[config.mk]
export PLATFORM = sky130hd
export DESIGN_NAME = axon_tx
export DESIGN_NICKNAME = d
export VERILOG_FILES = /design/src/rtl/neuro_pkg.sv /design/src/rtl/cycle_timer.sv /design/src/rtl/axon_tx.sv
export SDC_FILE = /design/constraint.sdc
export NUM_CORES = 1
export LEC_CHECK = 0
export BUFFER_PORTS_ARGS = -buffer_cell sky130_fd_sc_hd__buf_2
export CAP_MARGIN = 10
export CORE_ASPECT_RATIO = 0.6
export CORE_UTILIZATION = 50
export CTS_CLUSTER_SIZE = 8
export DETAILED_ROUTE_END_ITERATION = 10
export PLACE_DENSITY = 0.78
export SLEW_MARGIN = 5
export SYNTH_ARGS = -nofsm -noshare
export SYNTH_HDL_FRONTEND = slang
export SYNTH_SLANG_ARGS = --single-unit
[constraint.sdc]
create_clock -name clk -period 2.42 [get_ports clk]
set_clock_uncertainty 0.05 [all_clocks]
set_input_delay 0.242 -clock clk [delete_from_list [all_inputs] [get_ports clk]]
set_output_delay 0.242 -clock clk [all_outputs]
set_load 0.05 [all_outputs]
[src/rtl/neuro_pkg.sv]
// Shared types and helpers for the neuromorphic spike-transport blocks.
package neuro_pkg;

  typedef enum logic [1:0] {
    StIdle,
    StFire,
    StGap,
    StRefrac
  } axon_state_t;

  function automatic int max_int(input int a, input int b);
    return (a > b) ? a : b;
  endfunction

endpackage

[src/rtl/cycle_timer.sv]
// Loadable down-counter; expired flags the final counted cycle (value == 1).
module cycle_timer #(
  parameter int unsigned WIDTH = 4
) (
  input  logic             clk,
  input  logic             reset,
  input  logic             load,
  input  logic [WIDTH-1:0] load_val,
  output logic             expired
);

  logic [WIDTH-1:0] count_q;

  always_ff @(posedge clk or posedge reset) begin
    if (reset) begin
      count_q <= '0;
    end else if (load) begin
      count_q <= load_val;
    end else if (count_q != '0) begin
      count_q <= count_q - WIDTH'(1);
    end
  end

  assign expired = (count_q == WIDTH'(1));

endmodule

[src/rtl/axon_tx.sv]
// Single-axon spike transmitter: accepts a burst request, emits evenly spaced
// one-cycle spikes, then holds off new requests for a refractory period.
module axon_tx
  import neuro_pkg::*;
#(
  parameter int BURST_W    = 4,
  parameter int GAP        = 4,
  parameter int REFRACTORY = 16,
  parameter int COUNT_W    = 8
) (
  input  logic               clk,
  input  logic               reset,
  input  logic               req_valid,
  input  logic [BURST_W-1:0] req_burst,
  output logic               req_ready,
  input  logic               abort,
  output logic               spike,
  output logic               busy,
  output logic [COUNT_W-1:0] spike_count
);

  localparam int TIMER_W = $clog2(max_int(GAP, REFRACTORY) + 1);
  localparam logic [TIMER_W-1:0] GapLoad = TIMER_W'(GAP - 1);
  localparam logic [TIMER_W-1:0] RefLoad = TIMER_W'(REFRACTORY);

  if (GAP < 1) begin : g_gap_check
    $error("axon_tx: GAP must be >= 1");
  end
  if (REFRACTORY < 0) begin : g_refrac_check
    $error("axon_tx: REFRACTORY must be >= 0");
  end

  axon_state_t        state_q, state_d;
  logic [BURST_W-1:0] remaining_q;
  logic               timer_load;
  logic [TIMER_W-1:0] timer_val;
  logic               timer_expired;
  logic               last_spike;

  cycle_timer #(
    .WIDTH(TIMER_W)
  ) u_timer (
    .clk     (clk),
    .reset   (reset),
    .load    (timer_load),
    .load_val(timer_val),
    .expired (timer_expired)
  );

  assign last_spike = (remaining_q == BURST_W'(1)) || abort;

  always_comb begin
    state_d    = state_q;
    timer_load = 1'b0;
    timer_val  = GapLoad;
    unique case (state_q)
      StIdle: begin
        // A zero-length request is consumed without leaving IDLE.
        if (req_valid && (req_burst != '0)) state_d = StFire;
      end
      StFire: begin
        if (last_spike) begin
          if (REFRACTORY == 0) begin
            state_d = StIdle;
          end else begin
            state_d    = StRefrac;
            timer_load = 1'b1;
            timer_val  = RefLoad;
          end
        end else if (GAP == 1) begin
          state_d = StFire;
        end else begin
          state_d    = StGap;
          timer_load = 1'b1;
          timer_val  = GapLoad;
        end
      end
      StGap: begin
        if (abort) begin
          if (REFRACTORY == 0) begin
            state_d = StIdle;
          end else begin
            state_d    = StRefrac;
            timer_load = 1'b1;
            timer_val  = RefLoad;
          end
        end else if (timer_expired) begin
          state_d = StFire;
        end
      end
      StRefrac: begin
        if (timer_expired) state_d = StIdle;
      end
      default: state_d = StIdle;
    endcase
  end

  // Outputs are registered from the next state so they align with state_q.
  always_ff @(posedge clk or posedge reset) begin
    if (reset) begin
      state_q     <= StIdle;
      remaining_q <= '0;
      spike       <= 1'b0;
      busy        <= 1'b0;
      req_ready   <= 1'b1;
      spike_count <= '0;
    end else begin
      state_q   <= state_d;
      spike     <= (state_d == StFire);
      busy      <= (state_d != StIdle);
      req_ready <= (state_d == StIdle);

      if (state_q == StIdle && req_valid) begin
        remaining_q <= req_burst;
      end else if (state_d == StIdle || state_d == StRefrac) begin
        remaining_q <= '0;
      end else if (state_q == StFire) begin
        remaining_q <= remaining_q - BURST_W'(1);
      end

      if (state_q == StFire) spike_count <= spike_count + COUNT_W'(1);
    end
  end

endmodule

==> summary.txt, run 1 <==
CTS
  – Clock slew at reported path FFs: 0.09 ns
  – Worst-Skew Late Latency: 0.28 ns
  – Total CTS buffers: 3
  – H-tree depth reported by CTS: 1
  – TritonCTS clock tree: yes
  – Longest Clk Path Bufs: 2
  – Post CTS Setup Buffer Count: 0
  – Sink Count: 22
  – Root buf cell: clkbuf_8

Yosys
  – Synth Flop Type: dfrtp_1
  – Post-synth top area cell: dfrtp_1
  – Yosys reg bits: 22
  – Seq/Total Area, Yosys: 42.2%
  – Synthesized area: 1310 sq um
  – Library cells used by synthesis: 43
  – Syn nets: 148
  – Ranking of synthesized cells by area: dfrtp_1, ha_1, a21oi_1, xnor2_1, xor2_1
  – Warnings, synthesis: 0
  – Cells after synthesis: ~130
  – Syn Area/Cell: 10.3 sq um
  – Ys async rst share: 100%
  – Post-synth EDFFs: 0
  – Area fraction of the dominant cell type after synthesis: between 40% and 50%

Setup path
  – Worst Path Required: 2.56 ns
  – Bufs and invs on worst path: 2
  – Reg2Reg Depth: 10
  – Most frequent CP cell: a21oi_1
  – CP delay by family, top: compound AO/OA/AOI/OAI gates
  – Crit-path cells: inv_2, ha_1, or4b_4, a21oi_1, buf_4, o21a_1, ha_1, a211oi_1, a21oi_1, a21oi_1
  – Crit-path slowest cell: or4b_4
  – Crit Reg-Reg Startpoint: u_timer.count_q[1]
  – Crit-path max cell delay: 0.49 ns
  – Crit path capture type: flip-flop
  – CP max FO: 4
  – Startpoint Class: flip-flop
  – Crit path DAT: 2.55 ns
  – Cell depth of the worst setup path: 10
  – Worst Setup SP: u_timer.count_q[1]
  – WS Path Type: reg2reg

Route
  – Iter 0 DRT Violations: 88
  – Detailed-route via count: 1,083
  – WL per Instance: 15.4 um
  – Remaining DRCs: 0
  – DR pass1 iterations: 4
  – DR vias/cell: 5.85
  – Antenna Nets Post-Route: 0
  – Final wirelength: approximately 2800 um

Global route
  – Initial antenna violation count: 0
  – Total track usage: approximately 22%
  – First-pass GRT wire length: 4600 um
  – Largest net degree at the start of global routing: 23
  – Grt ovf: 0
  – Vias in the first global route: 955

Cells and area
  – Fin nets: roughly 180
  – Synthesis-to-finish area growth: 22.2%
  – Final instance area: 1600 sq um
  – Post-layout util: between 60% and 70%
  – Fraction of layout cells with a size suffix above 1: 28.4%
  – Inserted Diodes: 0
  – Fillers: 176

Placement
  – Post-DP HPWL: 2120 um
  – PortBufs: 18
  – Final GP Congestion: between 0.9 and 1
  – Area post-placement: 1520 sq um

Die
  – Die area: ~2800 sq um
  – Num ports: 19
  – Die Width: approximately 68 um
  – Initial core utilization: 56.6%
  – Die Span Y: 41.6 um
  – CORE AREA: 2310 sq um
  – FP Rows: 13

STA
  – Achievable Freq: 416 MHz
  – Final hold slack: 0.0576 ns
  – Fraction of the cycle the final worst path needs: 99.4%
  – Final slew viol count: 0
  – Slew HR: 45.8%
  – RSZ-0062 raised after global routing: true
  – Period minus WS final: 2.41 ns
  – Final hold vios: 0
  – Final Setup Violations: 0
  – Worst-Margin Slew: 0.812 ns

Hold path
  – Hold Path Class: in2async

Flow run
  – # Max-Cap Violations: 0

Outcome
  – Status: complete, no violations
-- worst register-to-register path: cells and delay by family (launching register included) --
kind                       cells  cell delay (ns)
adders and majority gates      2             0.37
buffers and inverters          2             0.21
and+or+nand+nor                1             0.49
DFF                            1             0.39
AOI/OAI and AO/OA              5             0.80
-- routing by layer --
metal / share of wire [%] / track usage (%)
met4: 0.28 / 3.75
met2: 43 / 31.6
met1: 49 / 34.1
met3: 7.3 / 6.59
met5: 0 / 0
-- registers in the layout, indices dropped and copies added, names as in the netlist --
signal           count
busy                 1
spike_count          8
remaining_q          4
req_ready            1
u_timer.count_q      5
state_q              2
spike                1
-- placed cells by master (no fill, tap or decap), types with 2 or more instances in the layout --
cell	n
nor3_1	2
inv_1	8
o21a_1	2
mux2_2	2
xnor2_1	4
and3_1	2
nand2_1	7
nand4_1	4
clkbuf_8	3
nand2b_4	2
a211oi_1	3
nor2b_1	2
nand3b_1	2
nor2_1	5
or4b_4	2
buf_4	9
a21oi_1	8
and2_0	2
xor2_1	4
mux2i_1	2
dfrtp_1	21
buf_2	18
nand3_1	3
ha_1	12
a31oi_1	2
-- metrics by stage --
step / setup TNS (ns) / instances / worst slack [ns]
6_report: 0 / 185 / 0.0145
5_1_grt: -0.218 / 185 / -0.0777
3_5_place_dp: -0.0466 / 181 / -0.0466
2_1_floorplan: 0 / 127 / 0.0249
4_1_cts: 0 / 185 / 0.0111
3_3_place_gp: 0 / 181 / 0.0556
-- area by class of cell --
| cell class | count | area, sq um | area share [%] |
|---|---|---|---|
| Clock buffer | 3 | 41.3 | 2.58 |
| Clock inverter | 1 | 30.0 | 1.88 |
| Inverter | 9 | 33.8 | 2.11 |
| Multi-Input combinational cell | 93 | 746 | 46.7 |
| Sequential cell | 22 | 552 | 34.5 |
| Tap cell | 30 | 37.5 | 2.35 |
| Timing Repair Buffer | 27 | 158 | 9.87 |
-- cell usage after synthesis, types with 2 or more instances --
| cell type | instances |
|---|---|
| xnor2_1 | 4 |
| nand2b_1 | 2 |
| nor2_1 | 5 |
| a21oi_1 | 9 |
| ha_1 | 13 |
| nor2b_1 | 2 |
| and3_1 | 2 |
| a211oi_1 | 3 |
| nand3_1 | 3 |
| xor2_1 | 4 |
| nand2_1 | 7 |
| nand3b_1 | 2 |
| nand4_1 | 4 |
| clkbuf_1 | 3 |
| a31oi_1 | 2 |
| and2_0 | 2 |
| o21a_1 | 2 |
| dfrtp_1 | 21 |
| inv_1 | 9 |
| nor3_1 | 2 |
| mux2i_1 | 2 |
| o21ai_0 | 2 |
| mux2_2 | 2 |
-- logic make-up after synthesis --
kind of cell | synth area share [%]
adder cells (fa/ha/maj) | 12.4
XOR/XNOR | 5.36
AND/OR/NAND/NOR | 17.7
buffers and inverters | 3.44
multiplexers | 3.25
flip-flops | 42.2
AO/OA/AOI/OAI | 15.6
-- repair_timing --
action / CTS / global route
resized for setup: 3 / 0
setup endpoints to repair: 2 / 3
pin swaps: 1 / 1
hold buffers: 0 / 0
-- final timing paths --
kind	to	slack, ns
max	remaining_q[1]	0.01
min	spike_count[4]	0.06
max in group asynchronous	remaining_q[3]	1.76
min reg2reg	spike_count[7]	0.42
min in group clk	remaining_q[2]	0.17
max reg2reg	remaining_q[1]	0.01
Power of run 1 is left out: the tool's default activity adds up to more than one toggle a clock period on the data nets, which glitch-free logic cannot reach.
==> run 2: changes to the inputs <==
Settings changed: CELL_PAD_IN_SITES_DETAIL_PLACEMENT set to 1, CELL_PAD_IN_SITES_GLOBAL_PLACEMENT set to 1, CORE_ASPECT_RATIO 0.6 to unset, CORE_UTILIZATION 50 to 39.
Clock period 2.42 ns to 2 ns, I/O delays scaled along.
==> run 2 against run 1 <==
The run now ends with negative setup slack left. Clock-buffer cell count increased by 1. Fmax decreased by 2.2%. Global-route usage about the same. Sequential share of layout area decreased by 3.3 points. First-iteration DRC count decreased by 56%. Die area increased by 27%. Setup slack got worse by 0.47 ns. Critical path type unchanged. Critical endpoint is now remaining_q[0].
==> summary.txt, run 2 (synthesis gave the netlist of run 1 again) <==
Outcome
  – Status: complete, but fails checks
  – Failing checks: negative setup slack

CTS
  – Root buf cell: clkbuf_4
  – Clock slew at reported path FFs: 0.12 ns (+0.03 ns)
  – Worst-Skew Late Latency: 0.33 ns (+0.05 ns)
  – Total CTS buffers: 3 (unchanged)
  – Sink Count: 22 (unchanged)
  – H-tree depth reported by CTS: 1 (unchanged)
  – TritonCTS clock tree: yes
  – Longest Clk Path Bufs: 2 (unchanged)

Route
  – Iter 0 DRT Violations: 39 (-56%)
  – Final wirelength: 3520 um (+24%)
  – Detailed-route via count: 1,178 (+8.8%)
  – Antenna Nets Post-Route: 0 (unchanged)
  – DR vias/cell: 5.38 (-8.1%)
  – WL per Instance: 16.1 um (+4.5%)
  – DR pass1 iterations: 4 (unchanged)
  – Remaining DRCs: 0 (unchanged)

Power
  – Clk pwr share: under 10%
  – Sequential Power Share: 22.8%
  – Sw Share: between 40% and 50%
  – PwrDens: 2010 nW/um^2
  – Combinational Power Share: a little over two thirds
  – Pleak: 0.845 nW
  – Net Switching: 0.00166 W
  – Int Pwr: about 0.0019 W
  – Worst vdd ir: just under 0.0008 V

Hold path
  – Worst min-delay path startpoint: req_burst[2]
  – Hold path cells: 3
  – Hold EP: remaining_q[2]
  – Hold Path Class: in2reg

Placement
  – Placed instance count: 212 (+17%)
  – Final GP Congestion: 0.861 (-4.9%)
  – Area post-placement: 1670 sq um (+10%)
  – Post-DP HPWL: 2610 um (+23%)
  – PortBufs: 18 (unchanged)

STA
  – RSZ-0062 raised after global routing: true
  – Worst-Margin Slew: 0.463 ns (-0.348 ns)
  – Fraction of the cycle the final worst path needs: 123% (+24 points)
  – Final Setup Violations: 5 (+5)
  – Final slew viol count: 0 (unchanged)
  – Achievable Freq: 406 MHz (-2.2%)
  – Final worst slack: -0.460 ns (-0.475 ns)
  – Slew HR: 68.7% (+23 points)
  – Final hold vios: 0 (unchanged)
  – Period minus WS final: 2.46 ns (+0.0547 ns)

Setup path
  – Crit-path cells: inv_2, ha_1, or4b_4, a21bo_2, a31o_2, ha_4, nand2b_4, nand2b_4, mux2_2
  – R2R setup slack: -0.46 ns (-0.47 ns)
  – Most frequent CP cell: nand2b_4
  – Crit path DAT: 2.64 ns (+0.09 ns)
  – Capturing point of the worst reg2reg path: remaining_q[0]
  – Crit path capture type: flip-flop
  – Crit-path max cell delay: 0.49 ns (about the same)
  – CP max FO: 4 (unchanged)
  – Crit-path slowest cell: or4b_4
  – WS Path Type: reg2reg
  – Worst Path Required: 2.18 ns (-0.38 ns)
  – Bufs and invs on worst path: 1 (-1)
  – CP delay by family, top: simple AND/OR/NAND/NOR gates
  – Reg2Reg Depth: 9 (-1)
  – Startpoint Class: flip-flop
  – Crit Reg-Reg Startpoint: u_timer.count_q[1]

Flow run
  – # Max-Cap Violations: 0 (unchanged)

Cells and area
  – Most frequent cells in the layout: buf_4, dfrtp_1, buf_2
  – Final instance area: 1770 sq um (+11%)
  – Fillers: 375 (+110%)
  – Fraction of layout cells with a size suffix above 1: 39.4% (+11 points)
  – Post-layout util: 56.5% (-13 points)
  – Max reg flops: 8 (unchanged)
  – Inserted Diodes: 0 (unchanged)
  – Fin nets: 197 (+11%)
  – Biggest register: spike_count
  – Most common cell after layout, fill and taps aside: buf_4
  – Top Registers: spike_count (8), u_timer.count_q (5), remaining_q (4)
  – Synthesis-to-finish area growth: 35.2%
  – Non-Filler Instances: 219 (+18%)

Global route
  – Largest net degree at the start of global routing: 23 (unchanged)
  – Vias in the first global route: 1,221 (+28%)
  – First-pass GRT wire length: 5880 um (+28%)
  – Total track usage: 22.4% (-0.045 points)
  – Grt ovf: 0 (unchanged)
  – Initial antenna violation count: 0 (unchanged)

Die
  – Die Width: 59.9 um (-12%)
  – Initial core utilization: 41.8% (-15 points)
  – Die area: 3590 sq um (+27%)
  – CORE AREA: 3130 sq um (+35%)
  – FP Rows: 20 (+7)
  – Num ports: 19 (unchanged)
  – Die Span Y: 59.9 um (+44%)
==> run 2: what timing repair did <==
item	CTS	global route
resized for setup	7	5
hold buffers	1	0
pin swaps	4	2
buffers inserted	2	0
endpoints found under the hold margin	21	0
setup endpoints to repair	6	6
==> run 2: power by group through the flow <==
stage               registers [W]  logic, W  clock network [W]
global route             0.000835   0.00275           0.000242
finish                   0.000811   0.00251           0.000224
detailed placement       0.000817   0.00232                  0
CTS                      0.000811   0.00241           0.000225
floorplan                 0.00112   0.00128                  0
global placement         0.000798   0.00224                  0
==> run 2: per-layer routing <==
layer / vias to the layer above / share of wire [%] / GRT usage [%]
li1: 558 / - / -
met1: 585 / 45 / 29.1
met2: 30 / 51 / 38.6
met3: 5 / 2.9 / 1.30
met4: 0 / 1.6 / 8.97
met5: - / 0 / 0
==> run 2: how the worst max path moves through the flow <==
stage                                   from        endpoint  cells past startpoint
after floorplan           u_timer.count_q[1]  remaining_q[0]                      9
after global placement    u_timer.count_q[1]  remaining_q[0]                      9
after detailed placement  u_timer.count_q[1]  remaining_q[0]                      9
after CTS                 u_timer.count_q[1]  remaining_q[0]                      9
after global routing      u_timer.count_q[1]  remaining_q[0]                      9
final                     u_timer.count_q[1]  remaining_q[0]                      9
==> run 2: stage by stage <==
step	hold slack (ns)	TNS (ns)	power, W	setup WS (ns)
4_1_cts	0.152	-1.26	0.00345	-0.436
2_1_floorplan	0.138	-0.695	0.00240	-0.346
3_3_place_gp	0.198	-0.966	0.00304	-0.364
5_1_grt	0.146	-1.77	0.00383	-0.541
6_report	0.126	-1.28	0.00355	-0.460
3_5_place_dp	0.228	-1.25	0.00314	-0.441
==> run 2: layout make-up <==
class                   instances  area (sq um)  area share (%)
multi-input cells              93           785            44.4
inverters                       9          36.3            2.05
flip-flops and latches         22           552            31.2
clock buffers                   4          26.3            1.49
repair buffers                 47           314            17.8
well taps                      44          55.1            3.11
==> run 2: worst register-to-register path, delay by kind of cell, from the launching register on <==
| family | cells | cell delay, ns |
|---|---|---|
| simple gates | 3 | 0.69 |
| compound gates | 2 | 0.45 |
| flops | 1 | 0.42 |
| fa+ha+maj | 2 | 0.35 |
| mux | 1 | 0.32 |
| buf+inv | 1 | 0.07 |
(Power assumes the default switching activity.)
==> run 3: changes to the inputs <==
Clock period 2 ns to 2.2 ns, I/O delays scaled along.
==> run 3 against run 2 <==
The run ends with negative hold slack, negative setup slack left. Register-to-register slack improved by 0.23 ns. Sequential cell count did not move. Cell area fell by 4.1%. Via count fell by 4.9%. Fmax rose by 1.4%. First-iteration DRC count fell by 28%. Global-route usage fell by 1.1 points. Setup slack improved by 0.23 ns. Critical path depth did not move. Critical path type unchanged. Largest cell class unchanged. Highest routed layer unchanged.
==> summary.txt, run 3 (synthesis gave the netlist of run 1 again) <==
Cells and area
  – Most frequent cells in the layout: dfrtp_1, buf_4, buf_2
  – Fin nets: 187 (-5.1%)
  – Most common cell after layout, fill and taps aside: dfrtp_1
  – Fraction of layout cells with a size suffix above 1: 35.2% (-4.3 points)
  – Synthesis-to-finish area growth: 29.7%
  – Top Registers: spike_count (8), u_timer.count_q (5), remaining_q (4)
  – Inserted Diodes: 0 (unchanged)
  – Non-Filler Instances: 209 (-4.6%)
  – Biggest register: spike_count
  – Fillers: 361 (-3.7%)
  – Max reg flops: 8 (unchanged)
  – Final instance area: 1700 sq um (-4.1%)

Setup path
  – Crit-path cells: inv_2, ha_1, or4b_4, a21bo_2, a31o_2, ha_4, nand2b_4, nand2b_4, mux2_2
  – Most frequent CP cell: nand2b_4
  – Crit-path max cell delay: 0.49 ns (about the same)
  – Crit Reg-Reg Startpoint: u_timer.count_q[1]
  – R2R setup slack: -0.23 ns (+0.23 ns)
  – Capturing point of the worst reg2reg path: remaining_q[0]
  – Reg2Reg Depth: 9 (unchanged)
  – Crit-path slowest cell: or4b_4
  – Startpoint Class: flip-flop
  – CP max FO: 4 (unchanged)
  – Worst Path Required: 2.37 ns (+0.19 ns)
  – Crit path capture type: flip-flop
  – WS Path Type: reg2reg
  – Crit path DAT: 2.60 ns (-0.04 ns)

Global route
  – First-pass GRT wire length: 5620 um (-4.3%)
  – Total track usage: 21.2% (-1.1 points)
  – Largest net degree at the start of global routing: 23 (unchanged)
  – Vias in the first global route: 1,197 (-2.0%)
  – Grt ovf: 0 (unchanged)
  – Initial antenna violation count: 0 (unchanged)

Die
  – Die Span Y: 59.9 um (unchanged)
  – FP Rows: 20 (unchanged)
  – CORE AREA: 3130 sq um (unchanged)
  – Num ports: 19 (unchanged)
  – Die area: 3590 sq um (unchanged)
  – Initial core utilization: 41.8% (unchanged)
  – Die Width: 59.9 um (unchanged)

Route
  – Antenna Nets Post-Route: 0 (unchanged)
  – Remaining DRCs: 0 (unchanged)
  – Final wirelength: 3440 um (-2.2%)
  – WL per Instance: 16.5 um (+2.5%)
  – DR pass1 iterations: 4 (unchanged)
  – Iter 0 DRT Violations: 28 (-28%)
  – Detailed-route via count: 1,120 (-4.9%)
  – DR vias/cell: 5.36 (-0.37%)

Outcome
  – Failing checks: negative hold slack, negative setup slack
  – Status: complete, but fails checks

CTS
  – Total CTS buffers: 3 (unchanged)
  – Sink Count: 22 (unchanged)
  – Clock slew at reported path FFs: 0.14 ns (+0.02 ns)
  – H-tree depth reported by CTS: 1 (unchanged)
  – Worst-Skew Late Latency: 0.32 ns (about the same)
  – Root buf cell: clkbuf_4
  – Longest Clk Path Bufs: 2 (unchanged)
  – TritonCTS clock tree: yes

STA
  – Period minus WS final: 2.43 ns (-0.0328 ns)
  – Achievable Freq: 412 MHz (+1.4%)
  – Slew HR: 43.7% (-25 points)
  – Final worst slack: -0.227 ns (+0.233 ns)
  – Fraction of the cycle the final worst path needs: 110% (-13 points)
  – Final hold vios: 12 (+12)
  – Final hold slack: -0.00691 ns (-0.133 ns)
  – RSZ-0062 raised after global routing: true
  – Final Setup Violations: 3 (-2)
  – Final slew viol count: 0 (unchanged)
  – Worst-Margin Slew: 0.844 ns (+0.381 ns)

Placement
  – Final GP Congestion: 0.848 (-1.6%)
  – Setup WS pre-CTS: -0.237 ns (+0.204 ns)
  – Post-DP HPWL: 2580 um (-1.1%)
  – Area post-placement: 1590 sq um (-4.5%)
  – PortBufs: 18 (unchanged)
  – Placed instance count: 202 (-4.7%)

Hold path
  – Hold Path Class: in2async

Flow run
  – # Max-Cap Violations: 0 (unchanged)
run 3: critical path, delay by kind of cell, from the launching register on:
family	cells	cell delay, ns
flip-flops	1	0.42
AND/OR/NAND/NOR	3	0.69
buffers and inverters	1	0.06
multiplexers	1	0.32
AO/OA/AOI/OAI	2	0.43
adder cells (fa/ha/maj)	2	0.36
run 3: layout make-up:
type	instances	area, sq um	area share (%)
clock inverter	1	30.0	1.77
multi-input combinational	93	767	45.2
clock buffer	3	22.5	1.33
timing repair buffer	37	233	13.7
tap	44	55.1	3.25
sequential	22	552	32.5
inverter	9	36.3	2.14
run 3: per-stage QoR:
stage	TNS [ns]	utilization, %
6_report	-0.600	54.2
5_1_grt	-0.749	54.2
4_1_cts	-0.550	53.3
3_5_place_dp	-0.609	50.9
3_3_place_gp	-0.411	50.9
2_1_floorplan	-0.151	-
run 3: repair_timing:
item                                    in CTS  in global routing
hold buffers                                 0                  0
pin swaps                                    4                  3
endpoints found under the setup margin       4                  5
resized for setup                            4                  4
buffers inserted                             2                  2
run 3: how the worst max path moves through the flow:
stage / startpoint / to / slack, ns
6_report: u_timer.count_q[1] / remaining_q[0] / -0.23
5_1_grt: u_timer.count_q[1] / remaining_q[3] / -0.27
4_1_cts: u_timer.count_q[1] / remaining_q[3] / -0.20
3_5_place_dp: u_timer.count_q[1] / remaining_q[0] / -0.24
3_3_place_gp: u_timer.count_q[1] / remaining_q[0] / -0.16
2_1_floorplan: u_timer.count_q[1] / remaining_q[0] / -0.15
run 3: per-layer routing:
layer  part of all wire [%]  up-vias  track usage (%)
li1                       -      533                -
met1                     45      564             26.7
met2                     52       19             38.9
met3                    1.7        4             1.30
met4                    1.0        0             5.98
met5                      0        -                0
Power of run 3 is left out for the same reason.
